[src/rtl/gates_rr_scheduler_if.sv]
// Bundle of requester, result and shared-unit signals for gates_rr_scheduler.
// The master side is the requesters plus the shared AND unit. The slave side is the scheduler.
interface gates_rr_scheduler_if #(
  parameter int NREQ = 4,
  parameter int W    = 4
);
  logic [NREQ-1:0]   req;
  logic [NREQ*W-1:0] a_in;
  logic [NREQ*W-1:0] b_in;
  logic [NREQ-1:0]   gnt;
  logic [NREQ-1:0]   done;
  logic [W-1:0]      y1;
  logic              y2;
  logic [W-1:0]      gu_a;
  logic [W-1:0]      gu_b;
  logic [W-1:0]      gu_y1;
  logic              gu_y2;
  logic              busy;
  logic              err;

  modport master (
    output req, a_in, b_in, gu_y1, gu_y2,
    input  gnt, done, y1, y2, gu_a, gu_b, busy, err
  );

  modport slave (
    input  req, a_in, b_in, gu_y1, gu_y2,
    output gnt, done, y1, y2, gu_a, gu_b, busy, err
  );
endinterface

[src/rtl/gates_rr_scheduler.sv]
// Round-robin scheduler sharing one bitwise/reduction AND unit among NREQ requesters.
// A three-state FSM (IDLE, EXEC, RESP) runs the sequence arbitrate, execute, respond, and checks the unit's results.
module gates_rr_scheduler #(
  parameter int NREQ = 4,
  parameter int W    = 4
) (
  input  logic                 clk,
  input  logic                 reset,
  gates_rr_scheduler_if.slave  bus
);
  localparam int            PW     = $clog2(NREQ);
  localparam logic [PW:0]   NREQ_L = (PW+1)'(NREQ);
  localparam logic [PW-1:0] LAST   = PW'(NREQ - 1);

  typedef enum logic [1:0] {IDLE, EXEC, RESP} state_e;

  state_e            state_q, state_d;
  logic [NREQ-1:0]   gnt_q, gnt_d;
  logic [NREQ-1:0]   done_q, done_d;
  logic [W-1:0]      y1_q, y1_d;
  logic              y2_q, y2_d;
  logic [W-1:0]      gu_a_q, gu_a_d;
  logic [W-1:0]      gu_b_q, gu_b_d;
  logic              err_q, err_d;
  logic [PW-1:0]     ptr_q, ptr_d;
  logic [PW-1:0]     win_q, win_d;

  logic [PW:0]       cand;
  logic [PW-1:0]     win_idx;
  logic              win_vld;

  // Scan from the highest offset down so the last hit is the one closest to ptr.
  always_comb begin
    cand    = '0;
    win_idx = '0;
    win_vld = 1'b0;
    for (int i = NREQ - 1; i >= 0; i--) begin
      cand = {1'b0, ptr_q} + (PW+1)'(i);
      if (cand >= NREQ_L) cand = cand - NREQ_L;
      if (bus.req[cand[PW-1:0]]) begin
        win_idx = cand[PW-1:0];
        win_vld = 1'b1;
      end
    end
  end

  // NOTE: every signal written here gets a default first, so no path can infer a latch.
  always_comb begin
    state_d = state_q;
    gnt_d   = gnt_q;
    done_d  = done_q;
    y1_d    = y1_q;
    y2_d    = y2_q;
    gu_a_d  = gu_a_q;
    gu_b_d  = gu_b_q;
    err_d   = err_q;
    ptr_d   = ptr_q;
    win_d   = win_q;

    unique case (state_q)
      IDLE: begin
        if (win_vld) begin
          gu_a_d  = bus.a_in[win_idx*W +: W];
          gu_b_d  = bus.b_in[win_idx*W +: W];
          gnt_d   = NREQ'(1) << win_idx;
          win_d   = win_idx;
          ptr_d   = (win_idx == LAST) ? '0 : win_idx + 1'b1;
          state_d = EXEC;
        end
      end
      EXEC: begin
        y1_d    = bus.gu_y1;
        y2_d    = bus.gu_y2;
        done_d  = NREQ'(1) << win_q;
        gnt_d   = '0;
        state_d = RESP;
        if ((bus.gu_y1 != (gu_a_q & gu_b_q)) || (bus.gu_y2 != &gu_a_q)) err_d = 1'b1;
      end
      RESP: begin
        done_d  = '0;
        state_d = IDLE;
      end
      default: state_d = IDLE;
    endcase
  end

  // NOTE: the datapath registers are reset along with the control state, because their reset values are visible on the outputs.
  always_ff @(posedge clk or posedge reset) begin
    if (reset) begin
      state_q <= IDLE;
      gnt_q   <= '0;
      done_q  <= '0;
      y1_q    <= '0;
      y2_q    <= 1'b0;
      gu_a_q  <= '0;
      gu_b_q  <= '0;
      err_q   <= 1'b0;
      ptr_q   <= '0;
      win_q   <= '0;
    end else begin
      // NOTE: non-blocking assignments keep every register updating from the pre-edge values.
      state_q <= state_d;
      gnt_q   <= gnt_d;
      done_q  <= done_d;
      y1_q    <= y1_d;
      y2_q    <= y2_d;
      gu_a_q  <= gu_a_d;
      gu_b_q  <= gu_b_d;
      err_q   <= err_d;
      ptr_q   <= ptr_d;
      win_q   <= win_d;
    end
  end

  assign bus.gnt  = gnt_q;
  assign bus.done = done_q;
  assign bus.y1   = y1_q;
  assign bus.y2   = y2_q;
  assign bus.gu_a = gu_a_q;
  assign bus.gu_b = gu_b_q;
  assign bus.err  = err_q;
  assign bus.busy = (state_q != IDLE);
endmodule

[src/flat_wrapper.sv]
// flat-port wrapper written by rule: the top's interface ports become plain ports
module gates_rr_scheduler_flat 
#(
  parameter int NREQ = 4,
  parameter int W    = 4
)
  (clk, reset, bus_req, bus_a_in, bus_b_in, bus_gu_y1, bus_gu_y2, bus_gnt, bus_done, bus_y1, bus_y2, bus_gu_a, bus_gu_b, bus_busy, bus_err);
  gates_rr_scheduler_if #(.NREQ(NREQ), .W(W)) bus_i ();
  input  logic clk;
  input  logic reset;
  input wire logic [$bits(bus_i.req)-1:0] bus_req;
  input wire logic [$bits(bus_i.a_in)-1:0] bus_a_in;
  input wire logic [$bits(bus_i.b_in)-1:0] bus_b_in;
  input wire logic [$bits(bus_i.gu_y1)-1:0] bus_gu_y1;
  input wire logic [$bits(bus_i.gu_y2)-1:0] bus_gu_y2;
  output wire logic [$bits(bus_i.gnt)-1:0] bus_gnt;
  output wire logic [$bits(bus_i.done)-1:0] bus_done;
  output wire logic [$bits(bus_i.y1)-1:0] bus_y1;
  output wire logic [$bits(bus_i.y2)-1:0] bus_y2;
  output wire logic [$bits(bus_i.gu_a)-1:0] bus_gu_a;
  output wire logic [$bits(bus_i.gu_b)-1:0] bus_gu_b;
  output wire logic [$bits(bus_i.busy)-1:0] bus_busy;
  output wire logic [$bits(bus_i.err)-1:0] bus_err;
  assign bus_i.req = bus_req;
  assign bus_i.a_in = bus_a_in;
  assign bus_i.b_in = bus_b_in;
  assign bus_i.gu_y1 = bus_gu_y1;
  assign bus_i.gu_y2 = bus_gu_y2;
  assign bus_gnt = bus_i.gnt;
  assign bus_done = bus_i.done;
  assign bus_y1 = bus_i.y1;
  assign bus_y2 = bus_i.y2;
  assign bus_gu_a = bus_i.gu_a;
  assign bus_gu_b = bus_i.gu_b;
  assign bus_busy = bus_i.busy;
  assign bus_err = bus_i.err;
  gates_rr_scheduler #(.NREQ(NREQ), .W(W)) u_core (.clk(clk), .reset(reset), .bus(bus_i));
endmodule
[config.mk]
export PLATFORM = sky130hd
export DESIGN_NAME = gates_rr_scheduler_flat
export DESIGN_NICKNAME = d
export VERILOG_FILES = /design/src/rtl/gates_rr_scheduler_if.sv /design/src/rtl/gates_rr_scheduler.sv /design/src/flat_wrapper.sv
export SDC_FILE = /design/constraint.sdc
export NUM_CORES = 1
export LEC_CHECK = 0
export ABC_AREA = 1
export BUFFER_PORTS_ARGS = -buffer_cell sky130_fd_sc_hd__buf_2
export CAP_MARGIN = 5
export CORE_ASPECT_RATIO = 0.75
export CORE_MARGIN = 8
export CORE_UTILIZATION = 50
export CTS_BUF_LIST = sky130_fd_sc_hd__clkbuf_8
export CTS_CLUSTER_SIZE = 20
export DETAILED_ROUTE_END_ITERATION = 6
export PLACE_DENSITY_LB_ADDON = 0.05
export SLEW_MARGIN = 10
export SYNTH_ARGS = -nofsm -noshare
export SYNTH_HDL_FRONTEND = slang
export SYNTH_SLANG_ARGS = --single-unit
export TNS_END_PERCENT = 50
[constraint.sdc]
create_clock -name clk -period 2.53 [get_ports clk]
set_clock_uncertainty 0.05 [all_clocks]
set_input_delay 0.1265 -clock clk [delete_from_list [all_inputs] [get_ports clk]]
set_output_delay 0.1265 -clock clk [all_outputs]
set_load 0.005 [all_outputs]
* Yosys cells after proc, flatten, opt, wreduce, memory -nomap -nowiden
Cells that the tools add are included.
** Cells by class
- $add $sub $neg :: 8
- Order comparisons :: 8
- Equality and inequality tests :: 6
- Shifts and indexed selects :: 4
- Multiplexer cells :: 26
- Bitwise logic cells :: 1
- Reductions and logical operators :: 9
** Operator list (number)
- variable part select 16 x 5 -> 4 bit :: 2
- 2-to-1 mux 2 bit :: 10
- one-hot mux 4 bit (2 select lines) :: 2
- less-than comparator 2 x 3 -> 1 bit (second input constant) :: 4
- greater-or-equal comparator 3 bit (second input constant) :: 3
- binary-select mux 1 bit (select 2 bit) :: 4
- 2-to-1 mux 1 bit :: 8
- << shifter 1 x 2 -> 4 bit (first input constant) :: 2
- subtractor 2 x 1 -> 2 bit (second input constant) :: 4
- adder 2 x 2 -> 3 bit (second input constant) :: 2
- AND reduction 2 bit :: 3
- nonzero test 2 bit :: 3
- bitwise AND 4 bit :: 1
- == test 2 bit (second input constant) :: 2
- 2-to-1 mux 4 bit :: 1
- != test 4 bit :: 1
- one-hot mux 2 bit (2 select lines) :: 1
- AND reduction 4 bit :: 1
- adder 2 x 1 -> 3 bit (second input constant) :: 1
- greater-or-equal comparator 2 x 3 -> 1 bit (second input constant) :: 1
- adder 2 x 1 -> 2 bit (second input constant) :: 1
- == test 2 x 1 -> 1 bit (second input constant) :: 1
- logical NOT 2 bit :: 1
- != test 2 x 1 -> 1 bit (second input constant) :: 1
- 2 further kinds :: 2
** Word-level totals
- Bits in registers :: 28
- Input port bits :: 43
- Output and inout port bits :: 23
- Word-level logic and storage cells :: 72

* Depth between registers and ports, before layout
Gate-level depths: netlist (run 1).
- Depth after elaboration :: 12
- Depth in mapped cells :: 16
- Gate-level depth less buffers :: 14

* Worst setup path before layout (run 1)
OpenSTA, ideal clock, no wires.
- Kind :: register to register
- Start :: reg u_core.ptr_q[0]
- End :: reg u_core.ptr_q[1]
- Library setup time :: 127 ps
- Arrival :: 1666 ps
- Required time :: 2353 ps
- Path slack :: 688 ps
- Cell stages (with the launch flop) :: 14
- Buffers on the path :: 2
- Period minus slack after synthesis :: 1842 ps
- Path through :: dfrtp_1 > buf_6 > inv_6 > nand2_1 > and2_4 > nand2_2 > nand2_1 > nor2_1 > nand2_4 > nand2_4 > buf_4 > ha_1 > nand2_1 > o21ai_0
** Between the ends
- Cells in the longest elaborated chain, start to end :: 11
- Elaborated cells on any way between the ends :: 35
- Classes of those cells :: 8 x add/sub; 4 x order compare; 1 x eq/ne; 21 x mux; 1 x reduce/logical
** Ends and longest elaborated chain
- from (decl) :: line gates_rr_scheduler.sv:25 : logic [PW-1:0] ptr_q, ptr_d;
- from (signal assigned) :: line gates_rr_scheduler.sv:110 : ptr_q <= ptr_d;
- adder 2 x 2 -> 3 bit :: line gates_rr_scheduler.sv:38 : cand = {1'b0, ptr_q} + (PW+1)'(i);
- greater-or-equal comparator 3 bit or subtractor 2 x 1 -> 2 bit (tied branches) :: line gates_rr_scheduler.sv:39 : if (cand >= NREQ_L) cand = cand - NREQ_L;
- 2-to-1 mux 2 bit :: line gates_rr_scheduler.sv:39
- binary-select mux 1 bit (select 2 bit) :: line gates_rr_scheduler.sv:40 : if (bus.req[cand[PW-1:0]]) begin
- 2-to-1 mux 1 bit (not written as such) :: line gates_rr_scheduler.sv:40
- 2-to-1 mux 2 bit (4 in series) :: line gates_rr_scheduler.sv:40
- adder 2 x 1 -> 2 bit or == test 2 bit (tied branches) :: line gates_rr_scheduler.sv:67 : ptr_d = (win_idx == LAST) ? '0 : win_idx + 1'b1;
- 2-to-1 mux 2 bit :: line gates_rr_scheduler.sv:67
Several ways; a longest one is shown, not always the timed one. The select of a mux whose other input is x is not followed.
A chain may end at the register's enable or synchronous reset.

* Final worst setup path (run 1)
Ends and elaborated chain as after synthesis.

==> results of run 1 <==
worst max-delay path, stage by stage (launching register included):
cell,delay [ps]
sky130_fd_sc_hd__dfrtp_1,520
sky130_fd_sc_hd__inv_6,130
sky130_fd_sc_hd__nand2_1,60
sky130_fd_sc_hd__nand2_1,80
sky130_fd_sc_hd__nand2_2,90
sky130_fd_sc_hd__nand2_2,80
sky130_fd_sc_hd__nor2_2,40
sky130_fd_sc_hd__nor2_1,180
sky130_fd_sc_hd__nand2_4,120
sky130_fd_sc_hd__nand2_4,230
sky130_fd_sc_hd__ha_1,280
sky130_fd_sc_hd__nand2_1,60
sky130_fd_sc_hd__o21ai_0,70
power groups by stage:
| stage | clock (mW) | sequential [mW] | combinational, mW |
|---|---|---|---|
| final | 0.351 | 0.819 | 1.83 |
| after global routing | 0.371 | 0.848 | 2.13 |
| after CTS | 0.357 | 0.819 | 1.85 |
| after detailed placement | 0 | 0.827 | 1.85 |
| after global placement | 0 | 0.824 | 1.83 |
| after floorplan | 0 | 0.795 | 1.48 |
area by class of cell:
class | count | area (sq um) | area share [%]
Tap cell | 52 | 65.06 | 2.851
Inverter | 51 | 196.4 | 8.607
Clock inverter | 1 | 30.03 | 1.316
Clock buffer | 3 | 41.29 | 1.809
Sequential cell | 28 | 700.7 | 30.70
Multi-Input combinational cell | 181 | 898.4 | 39.36
Timing Repair Buffer | 68 | 350.3 | 15.35
layout by cell type, fill, tap and decap left out:
cell | Yosys | layout
sky130_fd_sc_hd__a21oi_1 | 3 | 3
sky130_fd_sc_hd__and2_4 | 2 | 2
sky130_fd_sc_hd__buf_2 | 1 | 65
sky130_fd_sc_hd__buf_4 | 1 | 2
sky130_fd_sc_hd__bufinv_16 | 0 | 1
sky130_fd_sc_hd__clkbuf_8 | 0 | 3
sky130_fd_sc_hd__dfrtp_1 | 28 | 28
sky130_fd_sc_hd__dlygate4sd3_1 | 0 | 1
sky130_fd_sc_hd__ha_1 | 5 | 5
sky130_fd_sc_hd__inv_1 | 49 | 49
sky130_fd_sc_hd__inv_2 | 1 | 1
sky130_fd_sc_hd__inv_6 | 1 | 1
sky130_fd_sc_hd__nand2_1 | 83 | 83
sky130_fd_sc_hd__nand2_2 | 8 | 8
sky130_fd_sc_hd__nand2_4 | 2 | 2
sky130_fd_sc_hd__nand3_1 | 36 | 36
sky130_fd_sc_hd__nand4_1 | 2 | 2
sky130_fd_sc_hd__nor2_1 | 9 | 9
sky130_fd_sc_hd__nor2_2 | 2 | 2
sky130_fd_sc_hd__o21a_1 | 1 | 1
sky130_fd_sc_hd__o21ai_0 | 7 | 7
sky130_fd_sc_hd__o21bai_1 | 1 | 1
sky130_fd_sc_hd__o22ai_1 | 7 | 7
sky130_fd_sc_hd__or2_0 | 5 | 5
sky130_fd_sc_hd__or2_1 | 5 | 5
sky130_fd_sc_hd__or2_2 | 1 | 1
sky130_fd_sc_hd__xor2_1 | 2 | 2
timing repair:
action / CTS / global route
endpoints found under the hold margin: 28 / 0
hold buffers: 1 / 0
resized for setup: 0 / 0
per-layer routing:
metal | track usage, % | vias up | wire length, um
met5 | 0 | - | 0
met3 | 4.615 | 5 | 305
met2 | 26.51 | 46 | 1905
met4 | 3.261 | 0 | 40
li1 | - | 950 | -
met1 | 18.81 | 764 | 2028
flip-flops by register name (all words and copies together) (netlist names), 2 cells and up:
register         cells
u_core.state_q       2
u_core.ptr_q         2
u_core.bus.gu_a      4
u_core.bus.gnt       4
u_core.bus.gu_b      4
u_core.win_q         2
u_core.bus.y1        4
u_core.bus.done      4
cell usage after synthesis (all sizes together):
library cell	number	area share, %
o22ai	7	2.4
dfrtp	28	38
or2	11	3.7
buf	5	2.5
a21oi	3	0.81
and2	2	0.95
inv	51	11
nand3	36	9.8
o21bai	1	0.41
o21a	1	0.41
clkbuf	1	0.20
nor2	11	2.5
ha	5	3.4
nand4	2	0.68
nand2	93	21
o21ai	7	1.9
xor2	2	0.95
how the worst min path moves through the flow:
stage                            start                  to  slack [ps]  depth (start not counted)
final                     bus_gu_y1[0]    u_core.bus.y1[0]          20                          3
after global routing      bus_gu_y1[2]    u_core.bus.y1[2]          20                          3
after CTS                 bus_gu_y1[0]    u_core.bus.y1[0]          20                          3
after detailed placement         reset  u_core.bus.done[2]         150                          3
after global placement           reset  u_core.bus.done[2]         160                          3
after floorplan                  reset  u_core.bus.done[0]         140                          1
cells by family after synthesis:
group	share of synthesized area, %
adders and majority gates	3.390
AOI/OAI and AO/OA	5.898
and+or+nand+nor	38.44
buffers and inverters	13.36
DFF	37.97
xor gates and xnor gates	0.9493
metrics by stage:
stage / setup slack [ps] / utilization (%) / hold WS, ps / power [mW] / instance area [sq um]
2_1_floorplan: 687.9 / - / 141.9 / 2.277 / 1846
3_3_place_gp: 468.7 / 61.31 / 155.2 / 2.650 / 2201
3_5_place_dp: 419.6 / 61.31 / 152.8 / 2.673 / 2201
4_1_cts: 417.1 / 63.58 / 17.69 / 3.031 / 2282
5_1_grt: 200.9 / 63.58 / 18.63 / 3.352 / 2282
6_report: 428.9 / 63.58 / 20.98 / 2.999 / 2282
==> implementation parameters, run 1 <==
Parameter                              Value

CTS
  Clk root buf    sky130_fd_sc_hd__clkbuf_8
  TritonCTS Sinks    28
  TritonCTS Buffers    3
  CTS max path bufs    2
  TritonCTS clock tree    done
  Clock transition at the registers of the reported paths    100 ps
  # H-tree levels    1
  Source-to-sink clock delay at the later pin of the worst-skew pair    280 ps
  Number of buffers inserted to repair setup after CTS    0

Global route
  Largest net degree at the start of global routing    31
  Number of global-route vias before repair    1705
  Initial antenna violation count    0
  Total global-route track usage    15.37%
  Wire length of the first global-routing pass    7.355 mm
  Total grt overflow    0

Floorplan
  Initial core utilization    51.41%
  Die extent in x    86.15 um
  Ports    66
  Die area    5911 sq um
  Core area    3590 sq um
  Die Span Y    68.62 um
  Std cell rows    19

Routing
  Wire per inst    11.14 um
  Routed via count    1765
  Count of routing violations after the opening detailed-route iteration    76
  Number of design rule violations left after detail routing    0
  Total iterations of the first detailed-routing run    4
  Post-detailed-routing wire length    4.279 mm
  Antenna-violating nets left    0
  Vias per Instance    4.596

Status
  Outcome    complete, no violations

Power
  Sw Ratio    47.93%
  Power Density    1314 nW/um^2
  Worst IR drop on VDD    529.4 uV
  Leak    1.338 nW
  Net switching component of the power    1.437 mW
  Portion of total power attributed to sequential cells    27.3%
  Power share of the combinational group    61.0%
  Total internal power    1.562 mW
  Part of the total power dissipated in the clock network    11.7%

Synthesis
  Post-synthesis area per instance    6.938 sq um
  Number of synthesized register bits    28
  Synthesized area    1846 sq um
  Post-synthesis cell type count    26
  Number of cells produced by synthesis    266
  Synth Net Count    314
  Register area share after synthesis    37.97%
  Yosys warns    0

STA
  Finish-stage setup viols    0
  Unrepaired setup endpoints after global routing    no
  Transition at the pin with the smallest max-transition slack    475.9 ps
  Setup_tns    0 ps
  Max frequency    475.9 MHz
  Final-report hold violation count    0
  Number of pins with negative max-slew slack in the final report    0
  Period Utilization, post-route    83.05%
  Final critical delay including setup and external delays    2101 ps
  Worst slew margin relative to its limit    67.94%

Setup path
  Capturing element of the worst setup path    u_core.ptr_q[1]
  Critical path data required time    2650 ps
  R2R Setup Slk    430 ps
  Launching element of the worst setup path    u_core.ptr_q[0]
  Worst path arrival time    2220 ps
  Crit Path Category    flop to flop
  Critical Path Fanout Max    30
  Critical Path Source Type    flop
  Crit Reg-Reg Startpoint    u_core.ptr_q[0]
  Worst R2R End    u_core.ptr_q[1]
  Number of cells on the worst reg-to-reg path    12
  Worst Setup End Kind    flop

Hold path
  HP Class    input pin to flop

Placement
  Port-buffer cells    65
  Cell total after placement    379
  Gp weighted congestion    0.8357
  Detailed Place HPWL    3.519 mm

Final layout
  Final instance count without filler cells    384
  Growth of design area from synthesis to finish    23.66%
  Net count, final    381
  Antenna diode instance count    0
  Share of post-route cells with drive strength above 1    26.51%
  Number of filler cells placed in the layout    335

Flow run
  Maxcap violations    0
(Power assumes the default switching activity.)
==> inputs of run 2 (changes only) <==
--- a/config.mk
+++ b/config.mk
@@ -5,7 +5,7 @@
 export SDC_FILE = /design/constraint.sdc
 export NUM_CORES = 1
 export LEC_CHECK = 0
-export ABC_AREA = 1
+export ABC_AREA = 0
 export BUFFER_PORTS_ARGS = -buffer_cell sky130_fd_sc_hd__buf_2
 export CAP_MARGIN = 5
 export CORE_ASPECT_RATIO = 0.75
==> constraint.sdc (replaced) <==
create_clock -name clk -period 2.15 [get_ports clk]
set_clock_uncertainty 0.05 [all_clocks]
set_input_delay 0.1075 -clock clk [delete_from_list [all_inputs] [get_ports clk]]
set_output_delay 0.1075 -clock clk [all_outputs]
set_load 0.005 [all_outputs]
==> run 2 against run 1 <==
Cell count is 28% lower. Critical path depth is 5 lower. Via count is 17% lower. Maximum frequency is 10% higher. Die area is 9.7% lower. Critical path type unchanged. Critical endpoint is now u_core.bus.gnt[3]. Highest routed layer unchanged.
==> implementation parameters, run 2 <==
Parameter                              Value

CTS
  CTS max path bufs    2 (unchanged)
  TritonCTS Sinks    28 (unchanged)
  TritonCTS clock tree    done
  Hold bufs inserted after CTS    1 (unchanged)
  Source-to-sink clock delay at the later pin of the worst-skew pair    270 ps (about the same)
  # H-tree levels    1 (unchanged)
  Cts repair resizes    0 (unchanged)
  TritonCTS Buffers    3 (unchanged)
  Number of buffers inserted to repair setup after CTS    0 (unchanged)
  Clk root buf    sky130_fd_sc_hd__clkbuf_8
  Clock transition at the registers of the reported paths    100 ps (about the same)

Power
  Portion of total power attributed to sequential cells    34.1% (+6.8 points)
  Part of the total power dissipated in the clock network    15.2% (+3.5 points)
  Leak    1.033 nW (-23%)
  Worst IR drop on VDD    652.2 uV (+23%)
  Total chip power    2.757 mW (-8.1%)
  Power Density    1326 nW/um^2 (+0.88%)
  Sw Ratio    40.46% (-7.5 points)
  Net switching component of the power    1.116 mW (-22%)
  Power share of the combinational group    50.7% (-10 points)
  Total internal power    1.641 mW (+5.1%)

Setup path
  Critical Path Fanout Max    9 (-70%)
  Buf/Inv on CP    1 (unchanged)
  Worst path arrival time    2000 ps (-220 ps)
  Standard cell with the maximum stage delay on the critical path    sky130_fd_sc_hd__dfrtp_1
  Crit Path Category    flop to flop
  Number of cells on the worst reg-to-reg path    7 (-5)
  Critical Path Source Type    flop
  Critical path data required time    2250 ps (-400 ps)
  Delay-heaviest family, CP    simple AND/OR/NAND/NOR gates
  Cell Chain, Critical Path    nor2b_1 > a211oi_4 > nor2_2 > inv_1 > ha_1 > a22oi_1 > o21ai_0
  Critical Path Max Stage Delay    410 ps (-110 ps)
  Worst Setup End Kind    flop
  Levels on crit path    7 (-5)

Routing
  Antenna-violating nets left    0 (unchanged)
  Vias per Instance    5.353 (+16%)
  Total iterations of the first detailed-routing run    4 (unchanged)
  Number of design rule violations left after detail routing    0 (unchanged)
  Count of routing violations after the opening detailed-route iteration    71 (-6.6%)
  Wire per inst    16.16 um (+45%)
  Post-detailed-routing wire length    4.444 mm (+3.9%)
  Routed via count    1472 (-17%)

Global route
  Wire length of the first global-routing pass    7.279 mm (-1.0%)
  GR Util met2    27.53% (+1.0 points)
  Global Route met3 Usage    5.313% (+0.70 points)
  Number of global-route vias before repair    1535 (-10%)
  Met1 routing resource usage after global routing    22.94% (+4.1 points)
  Total global-route track usage    17.22% (+1.9 points)
  Largest net degree at the start of global routing    19 (-39%)
  Initial antenna violation count    0 (unchanged)
  Total grt overflow    0 (unchanged)
  Global-route layer with the greatest usage    met2

Floorplan
  Ports    66 (unchanged)
  Std cell rows    18 (-1)
  Die extent in x    81.76 um (-5.1%)
  Die Span Y    65.32 um (-4.8%)
  Initial core utilization    50.70% (-0.71 points)
  Die area    5341 sq um (-9.7%)
  Core area    3198 sq um (-11%)

STA
  Final critical delay including setup and external delays    1904 ps (-196.9 ps)
  Max frequency    525.2 MHz (+10%)
  Unrepaired setup endpoints after global routing    no
  Transition at the pin with the smallest max-transition slack    660.7 ps (+184.8 ps)
  Worst slew margin relative to its limit    55.90% (-12 points)
  Number of pins with negative max-slew slack in the final report    0 (unchanged)
  Finish-stage setup viols    0 (unchanged)
  Final-report hold violation count    0 (unchanged)
  Period Utilization, post-route    88.57% (+5.5 points)
  Setup_tns    0 ps (unchanged)

Synthesis
  Synthesized area    1622 sq um (-12%)
  Post-synth EDFFs    0 (unchanged)
  Cell type contributing the most total cell area after synthesis    sky130_fd_sc_hd__dfrtp_1
  Post-synthesis cell type count    35 (+35%)
  Register area share after synthesis    43.21% (+5.2 points)
  Number of cells produced by synthesis    167 (-37%)
  Adder-cell share of the synthesized area    3.858% (+0.47 points)
  Multiplexer area fraction after synthesis    9.799% (+9.8 points)
  List of most frequent post-synthesis cells    28 x sky130_fd_sc_hd__dfrtp_1, 26 x sky130_fd_sc_hd__nand2_1, 12 x sky130_fd_sc_hd__o21ai_0
  Main flop type after synthesis    sky130_fd_sc_hd__dfrtp_1
  Library cell with the highest instance count after synthesis    sky130_fd_sc_hd__dfrtp_1
  Synth Area in XOR/XNOR    2.701% (+1.8 points)
  Yosys top cell area share    43.21% (+5.2 points)
  Number of synthesized register bits    28 (unchanged)
  Synth area leaders    sky130_fd_sc_hd__dfrtp_1 43%, sky130_fd_sc_hd__nand2_1 6.0%, sky130_fd_sc_hd__a211o_1 5.4%
  Synth Area in Compound Gates    19.60% (+14 points)
  Dominant combinational cell family by area after synthesis    compound AO/OA/AOI/OAI gates
  Fraction of the mapped netlist area in simple logic gates    16.05% (-22 points)
  Yosys warns    0 (unchanged)
  Synth Net Count    215 (-32%)
  Proportion of register bits with asynchronous set or reset after synthesis    100.0% (unchanged)
  Post-synthesis area per instance    9.710 sq um (+40%)

Final layout
  Net count, final    284 (-25%)
  Antenna diode instance count    0 (unchanged)
  Final design area excluding fillers    2079 sq um (-8.9%)
  Number of filler cells placed in the layout    274 (-18%)
  Commonest non-fill, non-tap cells in the layout    65 x sky130_fd_sc_hd__buf_2, 28 x sky130_fd_sc_hd__dfrtp_1, 26 x sky130_fd_sc_hd__nand2_1
  Share of post-route cells with drive strength above 1    36.17% (+9.7 points)
  Multi-input combinational cell area    843.3 sq um (-6.1%)
  Commonest non-fill, non-tap cell in the layout    sky130_fd_sc_hd__buf_2
  Area of all sequential standard cells    700.7 sq um (unchanged)
  Final instance count without filler cells    275 (-28%)
  Growth of design area from synthesis to finish    28.24%

Flow run
  Maxcap violations    0 (unchanged)

Placement
  Gp weighted congestion    0.8002 (-4.2%)
  Detailed Place HPWL    3.656 mm (+3.9%)
  Port-buffer cells    65 (unchanged)
  Placed cell areas    1998 sq um (-9.2%)
  Cell total after placement    270 (-29%)

Status
  Outcome    complete, no violations

Hold path
  Worst hold stages    2 (-1)
  HP Class    input pin to flop
[run 2: cell types whose count changed in the layout (fill, tap and decap cells not counted), sizes merged, moves of 9 or more]
cell   change
a211o     +10
or2       -11
nand3     -28
o21ai      +9
nand2     -67
inv       -40
[run 2: power groups by stage]
stage	registers (mW)	clock network (mW)	logic [mW]
finish	0.941	0.419	1.40
global route	0.981	0.454	1.56
CTS	0.942	0.428	1.40
detailed placement	0.955	0	1.40
global placement	0.938	0	1.34
floorplan	0.935	0	0.931
[run 2: area by class of cell]
type	instances	area share, %
Clock buffer	3	1.986
Clock inverter	1	1.444
Inverter	11	1.986
Multi-Input combinational cell	121	40.55
Sequential cell	28	33.69
Tap cell	40	2.407
Timing Repair Buffer	71	17.93
[run 2: per-stage QoR]
stage          util, %  setup slack [ps]  hold WS, ps
6_report         65.02             245.8        35.67
4_1_cts          65.02             255.4        29.79
2_1_floorplan        -             427.0        122.9
3_3_place_gp     62.48             354.9        174.0
3_5_place_dp     62.48             245.9        192.0
5_1_grt          65.02             19.91        24.16
[run 2: metal layers]
layer  part of all wire [%]  vias up  wire [um]
li1                       -      737          -
met5                      0        -          0
met1                     46      683       2049
met3                    7.5        4        335
met4                   0.43        0         19
met2                     46       48       2040
[run 2: path summary, 6_finish.rpt]
kind	startpoint	endpoint	slack [ps]
max in group asynchronous	reset	u_core.bus.gu_a[0]	1090
min in group asynchronous	reset	u_core.bus.done[3]	400
setup / recovery	u_core.ptr_q[0]	u_core.bus.gnt[3]	250
hold / removal	bus_gu_y2	u_core.bus.y2	40
hold reg to reg	u_core.bus.err	u_core.bus.err	430
setup reg to reg	u_core.ptr_q[0]	u_core.bus.gnt[3]	250
[run 2: logic make-up (layout without fill, tap and decap cells)]
family          Yosys count  after routing
buf+inv                  18             86
compound gates           44             44
fa+ha+maj                 5              5
mux                      15             15
flops                    28             28
xor+xnor                  5              5
simple gates             52             52
==> inputs of run 3 (changes only) <==
--- a/config.mk
+++ b/config.mk
@@ -19,4 +19,3 @@
 export SYNTH_ARGS = -nofsm -noshare
 export SYNTH_HDL_FRONTEND = slang
 export SYNTH_SLANG_ARGS = --single-unit
-export TNS_END_PERCENT = 50
==> constraint.sdc (replaced) <==
create_clock -name clk -period 2.1 [get_ports clk]
set_clock_uncertainty 0.05 [all_clocks]
set_input_delay 0.105 -clock clk [delete_from_list [all_inputs] [get_ports clk]]
set_output_delay 0.105 -clock clk [all_outputs]
set_load 0.005 [all_outputs]
==> run 3 against run 2 <==
Routed wire length down 4.7%. Power up 2.1%. Sequential power up 2%. Design area unchanged. Flip-flop and latch count unchanged. Utilization unchanged. Die area unchanged. First-iteration DRC count down 17%. Global-route usage down 1.0 points. Critical path depth down 1. Sequential share of layout area unchanged. Maximum frequency up 4.9%. Critical path type unchanged.
==> implementation parameters, run 3 (synthesis gave the netlist of run 2 again) <==
Parameter                              Value

Routing
  Routed via count    1473 (+0.068%)
  Number of design rule violations left after detail routing    0 (unchanged)
  Count of routing violations after the opening detailed-route iteration    59 (-17%)
  Total iterations of the first detailed-routing run    4 (unchanged)
  Post-detailed-routing wire length    4.233 mm (-4.7%)
  Vias per Instance    5.356 (about the same)
  Antenna-violating nets left    0 (unchanged)
  Wire per inst    15.39 um (-4.7%)

CTS
  Clock transition at the registers of the reported paths    100 ps (about the same)
  # H-tree levels    1 (unchanged)
  TritonCTS Buffers    3 (unchanged)
  TritonCTS clock tree    done
  Clk root buf    sky130_fd_sc_hd__clkbuf_8
  Cts repair resizes    0 (unchanged)
  CTS max path bufs    2 (unchanged)
  TritonCTS Sinks    28 (unchanged)
  Source-to-sink clock delay at the later pin of the worst-skew pair    280 ps (about the same)

Power
  Sw Ratio    39.89% (-0.57 points)
  Leak    1.033 nW (about the same)
  Total internal power    1.691 mW (+3.0%)
  Worst IR drop on VDD    601.5 uV (-7.8%)
  Part of the total power dissipated in the clock network    15.3% (about the same)
  Net switching component of the power    1.122 mW (+0.61%)
  Power Density    1353 nW/um^2 (+2.1%)
  Portion of total power attributed to sequential cells    34.0% (about the same)
  Power share of the combinational group    50.7% (about the same)

STA
  Final critical delay including setup and external delays    1815 ps (-89.46 ps)
  Transition at the pin with the smallest max-transition slack    490.7 ps (-170.0 ps)
  Finish-stage setup viols    0 (unchanged)
  Setup_tns    0 ps (unchanged)
  Period Utilization, post-route    86.42% (-2.2 points)
  Unrepaired setup endpoints after global routing    no
  Worst slew margin relative to its limit    66.99% (+11 points)
  Final-report hold violation count    0 (unchanged)
  Max frequency    551.0 MHz (+4.9%)
  Number of pins with negative max-slew slack in the final report    0 (unchanged)

Placement
  Detailed Place HPWL    3.364 mm (-8.0%)
  Port-buffer cells    65 (unchanged)
  Gp weighted congestion    0.8173 (+2.1%)
  Cell total after placement    270 (unchanged)

Hold path
  HP Class    input pin to flop

Global route
  Number of global-route vias before repair    1512 (-1.5%)
  Initial antenna violation count    0 (unchanged)
  Wire length of the first global-routing pass    6.962 mm (-4.4%)
  Largest net degree at the start of global routing    29 (+10)
  Total grt overflow    0 (unchanged)
  Total global-route track usage    16.17% (-1.0 points)

Floorplan
  Initial core utilization    50.70% (unchanged)
  Die extent in x    81.76 um (unchanged)
  Std cell rows    18 (unchanged)
  Ports    66 (unchanged)
  Die Span Y    65.32 um (unchanged)
  Core area    3198 sq um (unchanged)
  Die area    5341 sq um (unchanged)

Final layout
  Net count, final    284 (unchanged)
  Number of filler cells placed in the layout    279 (+1.8%)
  Growth of design area from synthesis to finish    28.24% (unchanged)
  Commonest non-fill, non-tap cell in the layout    sky130_fd_sc_hd__buf_2
  Share of post-route cells with drive strength above 1    36.17% (unchanged)
  Commonest non-fill, non-tap cells in the layout    65 x sky130_fd_sc_hd__buf_2, 28 x sky130_fd_sc_hd__dfrtp_1, 26 x sky130_fd_sc_hd__nand2_1
  Antenna diode instance count    0 (unchanged)
  Final instance count without filler cells    275 (unchanged)

Setup path
  Crit Path Category    flop to flop
  Critical Path Source Type    flop
  Delay-heaviest family, CP    compound AO/OA/AOI/OAI gates
  Worst Setup End Kind    flop
  Critical Path Max Stage Delay    480 ps (+70 ps)
  Worst path arrival time    1970 ps (-30 ps)
  Cell Chain, Critical Path    o21ai_1 > a211oi_4 > nor2_2 > buf_4 > or3_1 > o21ai_1
  Buf/Inv on CP    1 (unchanged)
  Standard cell with the maximum stage delay on the critical path    sky130_fd_sc_hd__dfrtp_1
  Critical Path Fanout Max    9 (unchanged)
  Critical path data required time    2250 ps (about the same)
  Most used cell, CP    sky130_fd_sc_hd__o21ai_1

Flow run
  Maxcap violations    0 (unchanged)

Status
  Outcome    complete, no violations
==> run 3: cell counts in the layout (fill, tap and decap cells not counted) <==
No cell type changed its count.
==> run 3: routing by layer <==
| layer | share of wire [%] | global-route usage [%] | wire (um) |
|---|---|---|---|
| met4 | 0.19 | 2.402 | 8 |
| met5 | 0 | 0 | 0 |
| met2 | 44 | 25.17 | 1872 |
| met3 | 8.5 | 5.450 | 358 |
| met1 | 47 | 21.65 | 1993 |
==> run 3: worst register-to-register path, cell delays in order (launching register included) <==
cell and delay, ps:
sky130_fd_sc_hd__dfrtp_1 480, sky130_fd_sc_hd__o21ai_1 180, sky130_fd_sc_hd__a211oi_4 350, sky130_fd_sc_hd__nor2_2 80, sky130_fd_sc_hd__buf_4 170, sky130_fd_sc_hd__or3_1 300
sky130_fd_sc_hd__o21ai_1 130
==> run 3: cell type report <==
type	count	area [sq um]	share of cell area (%)
Tap cell	40	50.05	2.407
Clock buffer	3	41.29	1.986
Timing Repair Buffer	71	372.9	17.93
Multi-Input combinational cell	121	843.3	40.55
Clock inverter	1	30.03	1.444
Sequential cell	28	700.7	33.69
Inverter	11	41.29	1.986
==> run 3: metrics by stage <==
stage / util, % / power (mW) / cell area, sq um / hold slack [ps] / setup slack (ps)
floorplan: - / 1.911 / 1622 / 120.4 / 377.0
global placement: 62.48 / 2.344 / 1998 / 133.6 / 406.6
detailed placement: 62.48 / 2.399 / 1998 / 143.7 / 336.3
CTS: 65.02 / 2.834 / 2079 / 20.76 / 313.5
global route: 65.02 / 3.053 / 2079 / 15.08 / 103.5
finish: 65.02 / 2.814 / 2079 / 25.17 / 285.3
==> run 3: path summary, 6_finish.rpt <==
path | startpoint | end | slack [ps] | cells past startpoint
setup reg to reg | u_core.ptr_q[1] | u_core.bus.gnt[1] | 290 | 6
setup / recovery | u_core.ptr_q[1] | u_core.bus.gnt[1] | 290 | 6
min in group asynchronous | reset | u_core.bus.y1[2] | 380 | 4
hold reg to reg | u_core.bus.err | u_core.bus.err | 420 | 1
hold / removal | bus_gu_y2 | u_core.bus.y2 | 30 | 2
max in group asynchronous | reset | u_core.bus.gu_b[3] | 1350 | 4
==> run 3: timing repair <==
action	4_1_cts	5_1_grt
endpoints found under the hold margin	28	0
setup buffers	0	0
hold buffers	1	0
==> run 3: power groups by stage <==
stage / Combinational, mW / Clock, mW / Sequential, mW
6_report: 1.43 / 0.430 / 0.956
2_1_floorplan: 0.954 / 0 / 0.957
3_5_place_dp: 1.43 / 0 / 0.969
4_1_cts: 1.44 / 0.438 / 0.957
3_3_place_gp: 1.39 / 0 / 0.956
5_1_grt: 1.59 / 0.464 / 0.996
